File: src/rtl/locked_mult_error_monitor.sv
`default_nettype none
// ============================================================================
// Module   : locked_mult_error_monitor
// Purpose  : Downstream observer for a key-locked 8x8 multiplier. Recomputes
//            the golden product for every operand pair in a programmed window
//            and counts mismatching results and the total flipped output bits.
// Ports    : clk_i, rst_i (sync, active-high)
//            start_i, num_vectors_i, keyinput_i : window control (IDLE only)
//            valid_i, operand1_i, operand2_i, result_i : observed triple
//            busy_o, done_o, key_o : status and latched key
//            vec_count_o, mismatch_count_o, bit_error_total_o : results
// Option   : `define LMEM_FIRST_FAIL_EN adds first_fail_* outputs capturing
//            the window index and data of the first mismatching vector.
// Revision : 1.0 - initial release
// ============================================================================
module locked_mult_error_monitor #(
    parameter int OP_W  = 8,
    parameter int RES_W = 16,
    parameter int KEY_W = 32,
    parameter int CNT_W = 32
) (
    input  logic             clk_i,
    input  logic             rst_i,
    input  logic             start_i,
    input  logic [CNT_W-1:0] num_vectors_i,
    input  logic [KEY_W-1:0] keyinput_i,
    input  logic             valid_i,
    input  logic [OP_W-1:0]  operand1_i,
    input  logic [OP_W-1:0]  operand2_i,
    input  logic [RES_W-1:0] result_i,
    output logic             busy_o,
    output logic             done_o,
    output logic [KEY_W-1:0] key_o,
    output logic [CNT_W-1:0] vec_count_o,
    output logic [CNT_W-1:0] mismatch_count_o,
    output logic [CNT_W-1:0] bit_error_total_o
`ifdef LMEM_FIRST_FAIL_EN
    ,
    output logic             first_fail_valid_o,
    output logic [CNT_W-1:0] first_fail_idx_o,
    output logic [OP_W-1:0]  first_fail_op1_o,
    output logic [OP_W-1:0]  first_fail_op2_o,
    output logic [RES_W-1:0] first_fail_result_o
`endif
);

    // Popcount of a RES_W vector ranges 0..RES_W, so it needs one extra bit.
    localparam int c_PC_W  = $clog2(RES_W + 1);
    // Adder is wide enough for both operands plus carry, so a popcount wider
    // than a narrow counter still saturates correctly instead of truncating.
    localparam int c_ADD_W = ((CNT_W > c_PC_W) ? CNT_W : c_PC_W) + 1;
    localparam logic [c_ADD_W-1:0] c_CNT_MAX = c_ADD_W'({CNT_W{1'b1}});

    localparam logic [1:0] c_IDLE  = 2'd0;
    localparam logic [1:0] c_RUN   = 2'd1;
    localparam logic [1:0] c_DRAIN = 2'd2;
    localparam logic [1:0] c_DONE  = 2'd3;

    function automatic logic [c_PC_W-1:0] f_popcount(input logic [RES_W-1:0] v);
        logic [c_PC_W-1:0] n;
        n = '0;
        for (int i = 0; i < RES_W; i++) begin
            n = n + c_PC_W'(v[i]);
        end
        return n;
    endfunction

    logic [1:0]       r_state;
    logic [1:0]       w_state_next;
    logic             r_drain_cnt;

    logic [KEY_W-1:0] r_key;
    logic [CNT_W-1:0] r_num;
    logic [CNT_W-1:0] r_vec_count;
    logic [CNT_W-1:0] r_mismatch;
    logic [CNT_W-1:0] r_bit_err;

    // Pipeline stage registers
    logic             r_s1_valid;
    logic [RES_W-1:0] r_s1_result;
    logic [RES_W-1:0] r_s1_golden;
    logic             r_s2_valid;
    logic             r_s2_mis;
    logic [c_PC_W-1:0] r_s2_pop;

    logic             w_start;
    logic             w_accept;
    logic             w_last;
    logic [CNT_W-1:0] w_vec_inc;
    logic [RES_W-1:0] w_golden;
    logic [RES_W-1:0] w_diff;
    logic [c_ADD_W-1:0] w_bit_sum;
    logic [CNT_W-1:0] w_bit_next;
    logic [CNT_W-1:0] w_mis_next;
    logic             w_busy;
    logic             w_done;

    assign w_start   = (r_state == c_IDLE) && start_i;
    assign w_accept  = (r_state == c_RUN) && valid_i;
    assign w_vec_inc = r_vec_count + CNT_W'(1);
    assign w_last    = w_accept && (w_vec_inc == r_num);
    assign w_golden  = RES_W'(operand1_i) * RES_W'(operand2_i);
    assign w_diff    = r_s1_result ^ r_s1_golden;

    assign w_bit_sum  = c_ADD_W'(r_bit_err) + c_ADD_W'(r_s2_pop);
    assign w_bit_next = (w_bit_sum > c_CNT_MAX) ? {CNT_W{1'b1}} : w_bit_sum[CNT_W-1:0];
    assign w_mis_next = (r_mismatch == {CNT_W{1'b1}}) ? r_mismatch : r_mismatch + CNT_W'(1);

    // ------------------------------------------------------------------
    // FSM: state register
    // ------------------------------------------------------------------
    always_ff @(posedge clk_i) begin
        if (rst_i) begin
            r_state <= c_IDLE;
        end else begin
            r_state <= w_state_next;
        end
    end

    // FSM: next-state logic
    always_comb begin
        w_state_next = r_state;
        case (r_state)
            c_IDLE: begin
                if (start_i) begin
                    w_state_next = (num_vectors_i == '0) ? c_DONE : c_RUN;
                end
            end
            c_RUN: begin
                if (w_last) begin
                    w_state_next = c_DRAIN;
                end
            end
            c_DRAIN: begin
                // Two cycles lets the last vector clear S2 and land in S3.
                if (r_drain_cnt) begin
                    w_state_next = c_DONE;
                end
            end
            default: begin
                w_state_next = c_IDLE;
            end
        endcase
    end

    // FSM: outputs
    always_comb begin
        w_busy = 1'b0;
        w_done = 1'b0;
        case (r_state)
            c_RUN, c_DRAIN: w_busy = 1'b1;
            c_DONE:         w_done = 1'b1;
            default: begin
                w_busy = 1'b0;
                w_done = 1'b0;
            end
        endcase
    end

    always_ff @(posedge clk_i) begin
        if (rst_i) begin
            r_drain_cnt <= 1'b0;
        end else begin
            r_drain_cnt <= (r_state == c_DRAIN) ? ~r_drain_cnt : 1'b0;
        end
    end

    // ------------------------------------------------------------------
    // Pipeline S1 (register + golden) and S2 (diff, flag, popcount)
    // ------------------------------------------------------------------
    always_ff @(posedge clk_i) begin
        if (rst_i) begin
            r_s1_valid  <= 1'b0;
            r_s1_result <= '0;
            r_s1_golden <= '0;
            r_s2_valid  <= 1'b0;
            r_s2_mis    <= 1'b0;
            r_s2_pop    <= '0;
        end else begin
            r_s1_valid <= w_accept;
            if (w_accept) begin
                r_s1_result <= result_i;
                r_s1_golden <= w_golden;
            end
            r_s2_valid <= r_s1_valid;
            if (r_s1_valid) begin
                r_s2_mis <= |w_diff;
                r_s2_pop <= f_popcount(w_diff);
            end
        end
    end

    // ------------------------------------------------------------------
    // Window control and S3 accumulation. The pipeline is always empty in
    // IDLE (DRAIN flushes it), so clearing on start never races an update.
    // ------------------------------------------------------------------
    always_ff @(posedge clk_i) begin
        if (rst_i) begin
            r_key       <= '0;
            r_num       <= '0;
            r_vec_count <= '0;
            r_mismatch  <= '0;
            r_bit_err   <= '0;
        end else if (w_start) begin
            r_key       <= keyinput_i;
            r_num       <= num_vectors_i;
            r_vec_count <= '0;
            r_mismatch  <= '0;
            r_bit_err   <= '0;
        end else begin
            if (w_accept) begin
                r_vec_count <= w_vec_inc;
            end
            if (r_s2_valid) begin
                if (r_s2_mis) begin
                    r_mismatch <= w_mis_next;
                end
                r_bit_err <= w_bit_next;
            end
        end
    end

    assign busy_o            = w_busy;
    assign done_o            = w_done;
    assign key_o             = r_key;
    assign vec_count_o       = r_vec_count;
    assign mismatch_count_o  = r_mismatch;
    assign bit_error_total_o = r_bit_err;

`ifdef LMEM_FIRST_FAIL_EN
    // Operands and window index ride alongside the checked data so the
    // capture in S3 sees the vector that produced the mismatch flag.
    logic [OP_W-1:0]  r_s1_op1;
    logic [OP_W-1:0]  r_s1_op2;
    logic [CNT_W-1:0] r_s1_idx;
    logic [OP_W-1:0]  r_s2_op1;
    logic [OP_W-1:0]  r_s2_op2;
    logic [RES_W-1:0] r_s2_result;
    logic [CNT_W-1:0] r_s2_idx;
    logic             r_ff_valid;
    logic [CNT_W-1:0] r_ff_idx;
    logic [OP_W-1:0]  r_ff_op1;
    logic [OP_W-1:0]  r_ff_op2;
    logic [RES_W-1:0] r_ff_result;

    always_ff @(posedge clk_i) begin
        if (rst_i) begin
            r_s1_op1    <= '0;
            r_s1_op2    <= '0;
            r_s1_idx    <= '0;
            r_s2_op1    <= '0;
            r_s2_op2    <= '0;
            r_s2_result <= '0;
            r_s2_idx    <= '0;
            r_ff_valid  <= 1'b0;
            r_ff_idx    <= '0;
            r_ff_op1    <= '0;
            r_ff_op2    <= '0;
            r_ff_result <= '0;
        end else begin
            if (w_accept) begin
                r_s1_op1 <= operand1_i;
                r_s1_op2 <= operand2_i;
                r_s1_idx <= r_vec_count;
            end
            if (r_s1_valid) begin
                r_s2_op1    <= r_s1_op1;
                r_s2_op2    <= r_s1_op2;
                r_s2_result <= r_s1_result;
                r_s2_idx    <= r_s1_idx;
            end
            if (w_start) begin
                r_ff_valid  <= 1'b0;
                r_ff_idx    <= '0;
                r_ff_op1    <= '0;
                r_ff_op2    <= '0;
                r_ff_result <= '0;
            end else if (r_s2_valid && r_s2_mis && !r_ff_valid) begin
                r_ff_valid  <= 1'b1;
                r_ff_idx    <= r_s2_idx;
                r_ff_op1    <= r_s2_op1;
                r_ff_op2    <= r_s2_op2;
                r_ff_result <= r_s2_result;
            end
        end
    end

    assign first_fail_valid_o  = r_ff_valid;
    assign first_fail_idx_o    = r_ff_idx;
    assign first_fail_op1_o    = r_ff_op1;
    assign first_fail_op2_o    = r_ff_op2;
    assign first_fail_result_o = r_ff_result;
`endif

endmodule
`default_nettype wire

File: config.mk
export PLATFORM = sky130hd
export DESIGN_NAME = locked_mult_error_monitor
export DESIGN_NICKNAME = d
export VERILOG_FILES = /design/src/rtl/locked_mult_error_monitor.sv
export SDC_FILE = /design/constraint.sdc
export NUM_CORES = 1
export LEC_CHECK = 0
export CAP_MARGIN = 40
export CORE_UTILIZATION = 57
export CTS_CLUSTER_SIZE = 10
export DETAILED_ROUTE_END_ITERATION = 8
export PLACE_DENSITY = 0.87
export REMOVE_ABC_BUFFERS = 1
export SYNTH_ARGS = -nofsm -noshare
export SYNTH_HDL_FRONTEND = slang
export SYNTH_SLANG_ARGS = --single-unit
File: constraint.sdc
create_clock -name clk_i -period 15.1 [get_ports clk_i]
set_input_delay 3.02 -clock clk_i [delete_from_list [all_inputs] [get_ports clk_i]]
set_output_delay 3.02 -clock clk_i [all_outputs]
set_load 0.01 [all_outputs]
* Word-level counts from Yosys, hierarchy flattened
Cells that the tools add are included.
** Cells by class
- $mul :: 1
- Eq/ne operators :: 8
- Reductions and logical operators :: 11
- Bitwise gates (word level) :: 4
- Muxes and demuxes :: 8
- Magnitude comparators :: 1
- Add/sub/neg operators :: 18
** Operators with widths (count)
- $add 32x1->32 const B :: 2
- $add 5x1->5 :: 11
- $add 32x5->33 :: 1
- $gt 33x32->1 const B :: 1
- $eq 32x32->1 :: 1
- $eq 32x32->1 const B :: 1
- $logic_not 32->1 :: 1
- $mux 32 :: 1
- $mul 8x8->16 :: 1
- $reduce_or 16->1 :: 1
- $xor 16x16->16 :: 1
- $mux 2 :: 4
- $ne 2x2->1 const B :: 3
- $pmux 2 s3 :: 1
- $reduce_and 3->1 :: 2
- $reduce_or 2->1 :: 3
- $add 4x1->5 :: 1
- $add 3x1->4 :: 1
- $eq 2x2->1 const B :: 2
- $add 2x1->3 :: 1
- $logic_and 1x1->1 :: 3
- $not 1->1 :: 3
- $add 1x1->2 :: 1
- $eq 2x1->1 const B :: 1
- other kinds (2) :: 3
** Storage, ports and cells
- Word-level logic and storage cells :: 64
- Bits in registers :: 203

* Longest topological paths before layout
Gate-level depths: netlist (run 1).
- Depth in word-level cells :: 16
- Mapped depth :: 17
- Gate-level depth less buffers :: 17

* Worst setup path after synthesis (run 1)
No wires, ideal clock.
- Kind :: input-to-reg
- From :: input operand1_i[1]
- To :: register r_s1_golden[15]
- Slack :: 8.295 ns
- Data required time :: 14.982 ns
- Arrival :: 6.687 ns
- Stages on the path :: 15
- Buffers on the path :: 0
- Cell sequence :: and2_1 fa_1 fa_1 inv_1 fa_1 fa_1 inv_1 ha_1 o21ai_0 a21oi_1 o211ai_1 a21oi_1 or4_1 a21oi_1 nor3b_1
** Between the ends
- Longest elaborated chain between the ends :: 1
** Ends and longest elaborated chain
- start: declaration :: RTL line 28 : input logic [OP_W-1:0] operand1_i,
- $mul 8x8->16 :: RTL line 102 : assign w_golden = RES_W'(operand1_i) * RES_W'(operand2_i);
- end signal: assignment :: RTL line 183 : r_s1_golden <= w_golden;
- end: declaration :: RTL line 81 : logic [RES_W-1:0] r_s1_golden;
Every way passes these cells.
A chain may end at the register's enable or synchronous reset.

* Final worst setup path (run 1)
- From :: input operand2_i[7]
- To :: register r_s1_golden[15]
** Between the ends
- Longest elaborated chain between the ends :: 1
** Ends and longest elaborated chain
- start: declaration :: RTL line 29 : input logic [OP_W-1:0] operand2_i,
- $mul 8x8->16 :: RTL line 102
Every way passes these cells.

==> metrics, run 1 <==
Final #Nets=1,856; Final Hold Viols=0; commonest non-fill, non-tap cell in the layout=nand2_1; fill cell count=1,526; share of layout cells above drive strength 1=0.0325; RSZ-0062 raised after global routing=false; initial antenna violation count=1; Setup crit end kind=flop; GRT Resource Usage Total=0.278; area of the die=21,500 µm²; Post-Synthesis Cell Area=11,900 µm²; vias in the first global route=10,400; placed instance area=14,400 µm²; Final Skew=0.00537 ns; crit path max fanout=8; clock network power share=0.286; Top FF cell, synth=dfxtp_1; Synth Warn #=0; CP arrival=7.58 ns; cts bufs inserted=24; # clock sinks=203; # diodes=0; Area growth syn-to-layout=25.7%; Synth Register Bits=203; Tightest Pin Transition=0.912 ns; Design Area, Final=15,000 µm²; DR iter-0 viols=636; Root Buffer=clkbuf_16; drt first pass iters=5; Final Max Slew Viols=0; total number of vias=10,900; final setup vio count=0; PostCTS Resize Cnt=0; CP startpoint kind=input pin; placed cell count=1,900; status=completed; die height=147 µm; setup repair bufs after CTS=0; routability cong.=0.875; CTS H-tree depth=1; Non-Filler Instances=1,930; pwr/cell area=117 nW/µm²; Yosys cell types=63; Total Wirelength=30,500 µm; max frequency=0.139 GHz; Max clock buf depth=3; area leader, netlist=dfxtp_1; Die X=147 µm; Final ANT Viol Nets=0; Vias per Instance=5.65; WL per Instance=15.8 µm; Gate Count Post-Synth=1,466; remaining global-route overflow=0; P_int=1150 µW; Final min period=7.19 ns; Site Rows=52; sequential share of power=0.357; final core utilization=0.737; Slew HR=0.392; FFs w/ async S/R, synth=0; total negative slack=0 ns; commonest cells after routing, fill and taps aside=261 x nand2_1, 228 x clkdlybuf4s50_1, 203 x dfxtp_1, 150 x a21oi_1, 106 x nor2_1; core area=20,400 µm²; CTS tree=done; Port-buffer cells=229; VDD IR-drop max=0.120 mV; Starting Density=0.586; static leakage=0.00571 µW; Crit path required time=15.50 ns; io pins=230; Combinational Power Share=0.358; main area contributors after synthesis=dfxtp_1 34%, nand2_1 8.2%, fa_1 7.9%, a21oi_1 6.3%, ha_1 5.6%; Sw Ratio=0.341; Seq/Total Area, Yosys=0.341; first-pass GRT wire length=49,900 µm; Post-synth EDFFs=0; CP Class=input pin to flop; Hold Crit Class=flop to flop; DRC Markers=0; P_sw=597 µW; DP Wirelength=22,200 µm; Avg Inst Size Synth=8.14 µm²; max-cap viol count=0; # hold bufs at CTS=0; Worst-path clk slew=0.06 ns; Synth top area share=0.341; clk_lat worst skew=0.51 ns; largest net degree at the start of global routing=83; fin crit share=0.476
==> sequential cells by signal (all words and copies together), names as in the netlist <==
signal,flops
r_s2_pop,5
key_o,32
mismatch_count_o,32
r_s1_result,16
bit_error_total_o,32
r_s1_valid,1
r_s1_golden,16
r_drain_cnt,1
r_s2_valid,1
r_s2_mis,1
vec_count_o,32
r_state,2
r_num,32
==> critical path: stages <==
cell and delay (ns):
clkdlybuf4s50_1 0.61, nand2_1 0.12, fa_1 0.52, fa_1 0.56, inv_1 0.06, fa_1 0.53, inv_1 0.05, fa_1 0.52
inv_1 0.04, ha_1 0.30, inv_1 0.09, a21oi_1 0.07, o211ai_1 0.23, a21oi_1 0.13, or4_1 0.51, a21oi_1 0.15
nor3b_1 0.06
==> worst paths after layout <==
check | start | end | slack [ns] | cells past startpoint
max | operand2_i[7] | r_s1_golden[15]$_SDFFE_PP0P_ | 7.91 | 17
min | key_o[8]$_SDFFE_PP0P_ | key_o[8]$_SDFFE_PP0P_ | 0.45 | 2
max reg2reg | r_s1_golden[1]$_SDFFE_PP0P_ | r_s2_pop[2]$_SDFFE_PP0P_ | 11.22 | 12
min reg2reg | key_o[8]$_SDFFE_PP0P_ | key_o[8]$_SDFFE_PP0P_ | 0.45 | 2
==> synthesized netlist by cell type, drive strengths merged, types with 4 or more instances <==
library cell / instances
and3: 20
or3: 20
nand2: 263
dfxtp: 203
o21bai: 5
inv: 77
and4: 11
and2: 55
nor3: 31
nor2b: 6
a311oi: 10
mux2i: 11
xor2: 51
o21ai: 38
xnor2: 70
clkbuf: 54
fa: 47
ha: 53
buf: 21
a211oi: 11
nor4: 20
a21oi: 150
nor2: 106
o21a: 4
a31oi: 4
a21o: 7
nand3: 37
nand4: 30
nor3b: 6
or4: 7
==> per-stage QoR <==
step	hold WS [ns]	power, µW	setup WS [ns]
5_1_grt	0.467	1870	7.64
2_1_floorplan	0.438	1060	8.29
3_3_place_gp	0.441	1230	7.52
4_1_cts	0.453	1760	7.92
6_report	0.450	1750	7.91
3_5_place_dp	0.446	1260	7.39
==> layout make-up <==
type | instances | area, µm² | area share
Multi-Input combinational cell | 1110 | 7280 | 0.485
Inverter | 78 | 293 | 0.0195
Clock inverter | 1 | 5.00 | 0.000334
Tap cell | 270 | 338 | 0.0225
Clock buffer | 29 | 641 | 0.0427
Sequential cell | 203 | 4060 | 0.271
Timing Repair Buffer | 239 | 2380 | 0.159
==> cells by family after synthesis <==
| group | after synthesis | synth area share |
|---|---|---|
| compound gates | 254 | 0.124 |
| xor+xnor | 121 | 0.0888 |
| fa+ha+maj | 100 | 0.134 |
| buf+inv | 153 | 0.0499 |
| flops | 203 | 0.341 |
| mux | 13 | 0.0111 |
| simple gates | 622 | 0.251 |
==> power by group through the flow <==
stage,Combinational [µW],Sequential [µW],Clock [µW]
after global placement,599,633,0
after floorplan,420,637,0
after detailed placement,624,635,0
final,626,625,500
after CTS,629,624,507
after global routing,710,631,530
==> routing by layer <==
metal	track usage	up-vias	routed length, µm
li1	-	5323	-
met1	0.350	5130	12800
met2	0.471	388	14700
met3	0.0658	56	2280
met4	0.0865	2	761
met5	0	-	11
Note: power is estimated with default switching activity, not from simulation.
==> run 2: changes to the inputs <==
--- a/config.mk
+++ b/config.mk
@@ -6,10 +6,10 @@
 export NUM_CORES = 1
 export LEC_CHECK = 0
 export CAP_MARGIN = 40
-export CORE_UTILIZATION = 57
+export CORE_UTILIZATION = 53
 export CTS_CLUSTER_SIZE = 10
 export DETAILED_ROUTE_END_ITERATION = 8
-export PLACE_DENSITY = 0.87
+export PLACE_DENSITY = 0.81
 export REMOVE_ABC_BUFFERS = 1
 export SYNTH_ARGS = -nofsm -noshare
 export SYNTH_HDL_FRONTEND = slang
==> constraint.sdc (replaced) <==
create_clock -name clk_i -period 6.9 [get_ports clk_i]
set_input_delay 1.38 -clock clk_i [delete_from_list [all_inputs] [get_ports clk_i]]
set_output_delay 1.38 -clock clk_i [all_outputs]
set_load 0.01 [all_outputs]
==> run 2 against run 1 <==
  * The flow now finishes with violations (DRC)
  * Register-to-register slack got worse by 8.2 ns
  * Largest cell class unchanged
  * Total power rose by 120%
  * Worst setup slack got worse by 6.5 ns
  * Sequential power rose by 120%
  * Critical path type unchanged
  * Largest power group is now registers
  * Design area rose by 0.12%
  * Combinational power rose by 120%
==> metrics, run 2 (synthesized netlist as in run 1, its figures left out) <==
status=finished with violations; failing checks=DRC; Final Skew=0.0188 ns (+0.0134 ns); CP arrival=5.95 ns (-1.63 ns); Power Total=3850 µW (+120%); first-pass GRT wire length=50,200 µm (+0.67%); Max clock buf depth=3 (unchanged); DP Wirelength=21,700 µm (-2.4%); CP startpoint kind=input pin; total number of vias=10,800 (-1.3%); # diodes=0 (unchanged); CTS H-tree depth=1 (unchanged); Final #Nets=1,855 (-0.054%); Slew HR=0.390 (-0.00209); setup repair bufs after CTS=0 (unchanged); static leakage=0.00571 µW (about the same); dpl ws=0.861 ns (-6.52 ns); Crit path required time=7.32 ns (-8.18 ns); final hold slack=0.451 ns (+0.000889 ns); Total Wirelength=29,900 µm (-1.9%); CP Class=input pin to flop; setup ws final=1.38 ns (-6.54 ns); Die X=152 µm (+3.7%); fin crit share=0.801; max frequency=0.181 GHz; vias in the first global route=10,500 (+1.0%); area of the die=23,100 µm² (+7.4%); RSZ-0062 raised after global routing=false; # clock sinks=203 (unchanged); # hold bufs at CTS=0 (unchanged); pwr/cell area=256 nW/µm² (+120%); Tightest Pin Transition=0.915 ns (+0.00313 ns); VDD IR-drop max=0.211 mV (+76%); share of layout cells above drive strength 1=0.0326 (+0.0000392); Hold Crit Class=flop to flop; Vias per Instance=5.55 (-1.7%); commonest cells after routing, fill and taps aside=261 x nand2_1, 228 x clkdlybuf4s50_1, 203 x dfxtp_1, 150 x a21oi_1, 106 x nor2_1; Site Rows=54 (+3.8%); Starting Density=0.543 (-0.0425); remaining global-route overflow=0 (unchanged); Final ANT Viol Nets=0 (unchanged); Final Hold Viols=0 (unchanged); Final Max Slew Viols=0 (unchanged); Setup crit end kind=flop; Root Buffer=clkbuf_16; largest net degree at the start of global routing=68 (-18%); die height=152 µm (+3.7%); Non-Filler Instances=1,938 (+0.41%); Worst-path clk slew=0.06 ns (about the same); placed cell count=1,909 (+0.47%); routability cong.=0.875 (about the same); core area=22,000 µm² (+7.8%); max-cap viol count=0 (unchanged); io pins=230 (unchanged); PostCTS Resize Cnt=0 (unchanged); crit path max fanout=8 (unchanged); GRT Resource Usage Total=0.259 (-0.0198); DR iter-0 viols=603 (-5.2%); drt first pass iters=8 (+3); Final min period=5.52 ns; cts bufs inserted=24 (unchanged); WL per Instance=15.4 µm (-2.3%); Port-buffer cells=229 (unchanged); clk_lat worst skew=0.51 ns (about the same); total negative slack=0 ns (unchanged); final setup vio count=0 (unchanged); commonest non-fill, non-tap cell in the layout=nand2_1; initial antenna violation count=1 (unchanged); DRC Markers=30 (+30); Area growth syn-to-layout=25.9%; CTS tree=done
run 2: cell types whose count changed in the layout (fill, tap and decap cells not counted), sizes merged:
| cell | previous run | this run |
|---|---|---|
| buf | 11 | 10 |
| bufinv | 0 | 1 |
| clkbuf | 29 | 28 |
| clkinv | 2 | 1 |
run 2: layout make-up:
type | instances | area (µm²)
clock buffers | 28 | 637
clock inverters | 1 | 30.0
fillers | 1808 | 6940
inverters | 78 | 293
multi-input cells | 1110 | 7280
flip-flops and latches | 203 | 4060
well taps | 280 | 350
repair buffers | 238 | 2370
run 2: final timing paths:
| kind | from | end | slack, ns | cells past startpoint |
|---|---|---|---|---|
| worst min register to register | key_o[13]$_SDFFE_PP0P_ | key_o[13]$_SDFFE_PP0P_ | 0.45 | 2 |
| worst max-delay path | operand1_i[0] | r_s1_golden[15]$_SDFFE_PP0P_ | 1.38 | 17 |
| worst max register to register | r_s1_golden[1]$_SDFFE_PP0P_ | r_s2_pop[2]$_SDFFE_PP0P_ | 3.02 | 12 |
| worst min-delay path | key_o[13]$_SDFFE_PP0P_ | key_o[13]$_SDFFE_PP0P_ | 0.45 | 2 |
run 2: worst max-delay path, stage by stage:
cell and delay, ns:
clkdlybuf4s50_1 0.55, and2_1 0.25, fa_1 0.45, fa_1 0.49, ha_1 0.30, inv_1 0.06, fa_1 0.53, inv_1 0.04
ha_1 0.32, nor2b_1 0.17, o21ai_0 0.19, a21oi_1 0.13, o211ai_1 0.23, a21oi_1 0.12, or4_1 0.51, nand3_1 0.08
nor3b_1 0.16
run 2: metal layers:
| layer | track usage | up-vias | wire length [µm] |
|---|---|---|---|
| li1 | - | 5322 | - |
| met4 | 0.0748 | 2 | 677 |
| met1 | 0.331 | 5022 | 12700 |
| met2 | 0.437 | 359 | 14100 |
| met5 | 0 | - | 13 |
| met3 | 0.0582 | 56 | 2370 |
run 2: metrics by stage:
stage	cell area, µm²	util
2_1_floorplan	11600	-
3_3_place_gp	14400	0.654
3_5_place_dp	14400	0.654
4_1_cts	15000	0.684
5_1_grt	15000	0.684
6_report	15000	0.684
run 2: power breakdown:
group | leakage [µW] | internal, µW | switching [µW]
combinational | 0.00374 | 591 | 761
clock | 0.000326 | 675 | 451
sequential | 0.00165 | 1290 | 82.1
==> RTL change, RTL diff (config.mk and constraints of run 2) <==
Add a define of `LMEM_FIRST_FAIL_EN`.
--- a/src/rtl/locked_mult_error_monitor.sv
+++ b/src/rtl/locked_mult_error_monitor.sv
@@ -14,4 +14,6 @@
 // Revision : 1.0 - initial release
 // ============================================================================
+`define LMEM_FIRST_FAIL_EN
+
 module locked_mult_error_monitor #(
     parameter int OP_W  = 8,
Behaviour (old outputs only; new: first_fail_idx_o, first_fail_op1_o, first_fail_op2_o, first_fail_result_o and first_fail_valid_o): unchanged (Yosys induction, for registers that start in step).
==> RTL change against run 2 <==
  * The flow now finishes without violations
  * Synthesized area increased by 51%
  * First-iteration DRC count increased by 50%
  * Fmax decreased by 2.3%
  * Clock skew increased by 0.0026 ns
  * Worst setup slack got worse by 0.13 ns
  * Sequential cell count increased by 177
  * Wire length increased by 57%
  * Register-to-register slack got worse by 0.02 ns
  * Power increased by 57%
  * Cell count increased by 47%
  * Final area increased by 49%
  * Critical endpoint unchanged
  * Largest cell class unchanged
  * Highest routed layer is now met4
==> RTL change: results (changes against run 2) <==
[status]
status=finished, final reports clean  ; was finished with violations

[setup_path]
crit_fanout=9  ; was 8
r2r_slack_ns=3.00  ; was 3.02 ns
crit_arrival_ns=6.10  ; was 5.95 ns
timing.rr.start=r_s1_golden[1]  ; unchanged

[synth]
synthCells=2173  ; was 1466
netlist_top_cells_count=477 x nand2_1, 380 x dfxtp_1, 255 x a21oi_1, 174 x nor2_1, 101 x clkbuf_1  ; was 262 x nand2_1, 203 x dfxtp_1, 150 x a21oi_1, 106 x nor2_1, 77 x inv_1
synth_area_leaders=dfxtp_1 42%, nand2_1 9.9%, a21oi_1 7.1%  ; was dfxtp_1 34%, nand2_1 8.2%, fa_1 7.9%
synth-seq-area-share=0.422  ; was 0.341
synthDistinctLibCells=65  ; was 63

[final_layout]
drive_above_1_share=0.0371  ; was 0.0326
fillers=2727  ; was 1808

[global_routing]
globalRouteTotalUtil=0.267  ; was 0.259
grt_max_degree=167  ; was 68
antenna_found_initial=0  ; was 1

[power_and_ir_drop]
p_leak_uw=0.00805  ; was 0.00571 uW
vdd_drop_max_mv=0.216  ; was 0.211 mV

[sta]
tightest_slew_ns=0.911  ; was 0.915 ns
final.setup_skew_ns=0.0214  ; was 0.0188 ns

[placed_design]
dpl_worst_slack_ns=0.758  ; was 0.861 ns
io_buffer_count=294  ; was 229
dp_hpwl_mm=31.6  ; was 21.7 mm
gp_congestion=0.889  ; was 0.875

[clocking]
cts_max_level=2  ; was 1
cts_buffers=44  ; was 24
clk_latency_ns=0.55  ; was 0.51 ns

[detailed_routing]
drt-total-wl_mm=47.1  ; was 29.9 mm
drtIter0Drc=907  ; was 603
first_pass_iters=5  ; was 8
wire_per_inst_microns=16.5  ; was 15.4 microns

-- RTL change: cell types whose count changed in the layout (fill, tap and decap cells not counted), moves of 5 or more --
cell | before | now
a21oi_1 | 150 | 255
clkbuf_16 | 25 | 46
clkdlybuf4s50_1 | 228 | 293
dfxtp_1 | 203 | 379
mux2i_1 | 11 | 69
nand2_1 | 261 | 475
nand3_1 | 36 | 46
nand4_1 | 29 | 35
nor2_1 | 106 | 174
nor3_1 | 31 | 18
o21ai_0 | 36 | 44
xor2_1 | 51 | 56
-- RTL change: where the power goes --
part | total, uW | switching (uW) | leakage [uW] | internal [uW]
sequential | 2430 | 109 | 0.00307 | 2320
combinational | 1560 | 913 | 0.00438 | 647
clock | 2040 | 836 | 0.000595 | 1200
total | 6030 | 1860 | 0.00805 | 4170
-- RTL change: cell type report --
class / instances / area share
multi-input cells: 1580 / 0.430
clock inverters: 1 / 0.000727
inverters: 80 / 0.0134
flip-flops and latches: 380 / 0.340
clock buffers: 54 / 0.0537
repair buffers: 306 / 0.137
well taps: 448 / 0.0251
-- RTL change: cells by family after synthesis --
kind of cell             share of synthesized area
XOR/XNOR                                    0.0602
AO/OA/AOI/OAI                                0.117
flip-flops                                   0.422
buffers and inverters                       0.0460
AND/OR/NAND/NOR                              0.226
multiplexers                                0.0396
adder cells (fa/ha/maj)                     0.0890
-- RTL change: through the flow --
stage / hold WS (ns) / instance area (sq um) / util
after global routing: 0.463 / 22400 / 0.667
after detailed placement: 0.443 / 21200 / 0.631
after global placement: 0.439 / 21100 / 0.631
after CTS: 0.449 / 22400 / 0.667
after floorplan: 0.430 / 17500 / -
final: 0.450 / 22400 / 0.667
-- RTL change: worst max-delay path: stages --
cell	delay [ns]
clkdlybuf4s50_1	0.59
and2_1	0.27
fa_1	0.43
fa_1	0.54
inv_1	0.05
fa_1	0.46
fa_1	0.54
inv_1	0.04
ha_1	0.33
o21ai_0	0.15
a21oi_1	0.16
o211ai_1	0.25
a21oi_1	0.14
or4_1	0.51
nand3_1	0.08
nor3b_1	0.18
-- RTL change: worst max-delay path by stage --
stage | from | end | slack (ns)
after floorplan | start_i | bit_error_total_o[19] | 1.14
after global placement | operand2_i[7] | r_s1_golden[15] | 0.90
after detailed placement | operand2_i[7] | r_s1_golden[15] | 0.76
after CTS | operand2_i[7] | r_s1_golden[15] | 1.28
after global routing | operand1_i[2] | r_s1_golden[15] | 1.02
final | operand1_i[2] | r_s1_golden[15] | 1.25
-- RTL change: routing by layer --
layer  share of wire  vias up  GRT usage
met3           0.070       85     0.0506
met4           0.028        0     0.0928
met1            0.43     7546      0.338
met5               0        -          0
li1                -     7659          -
met2            0.48      532      0.454
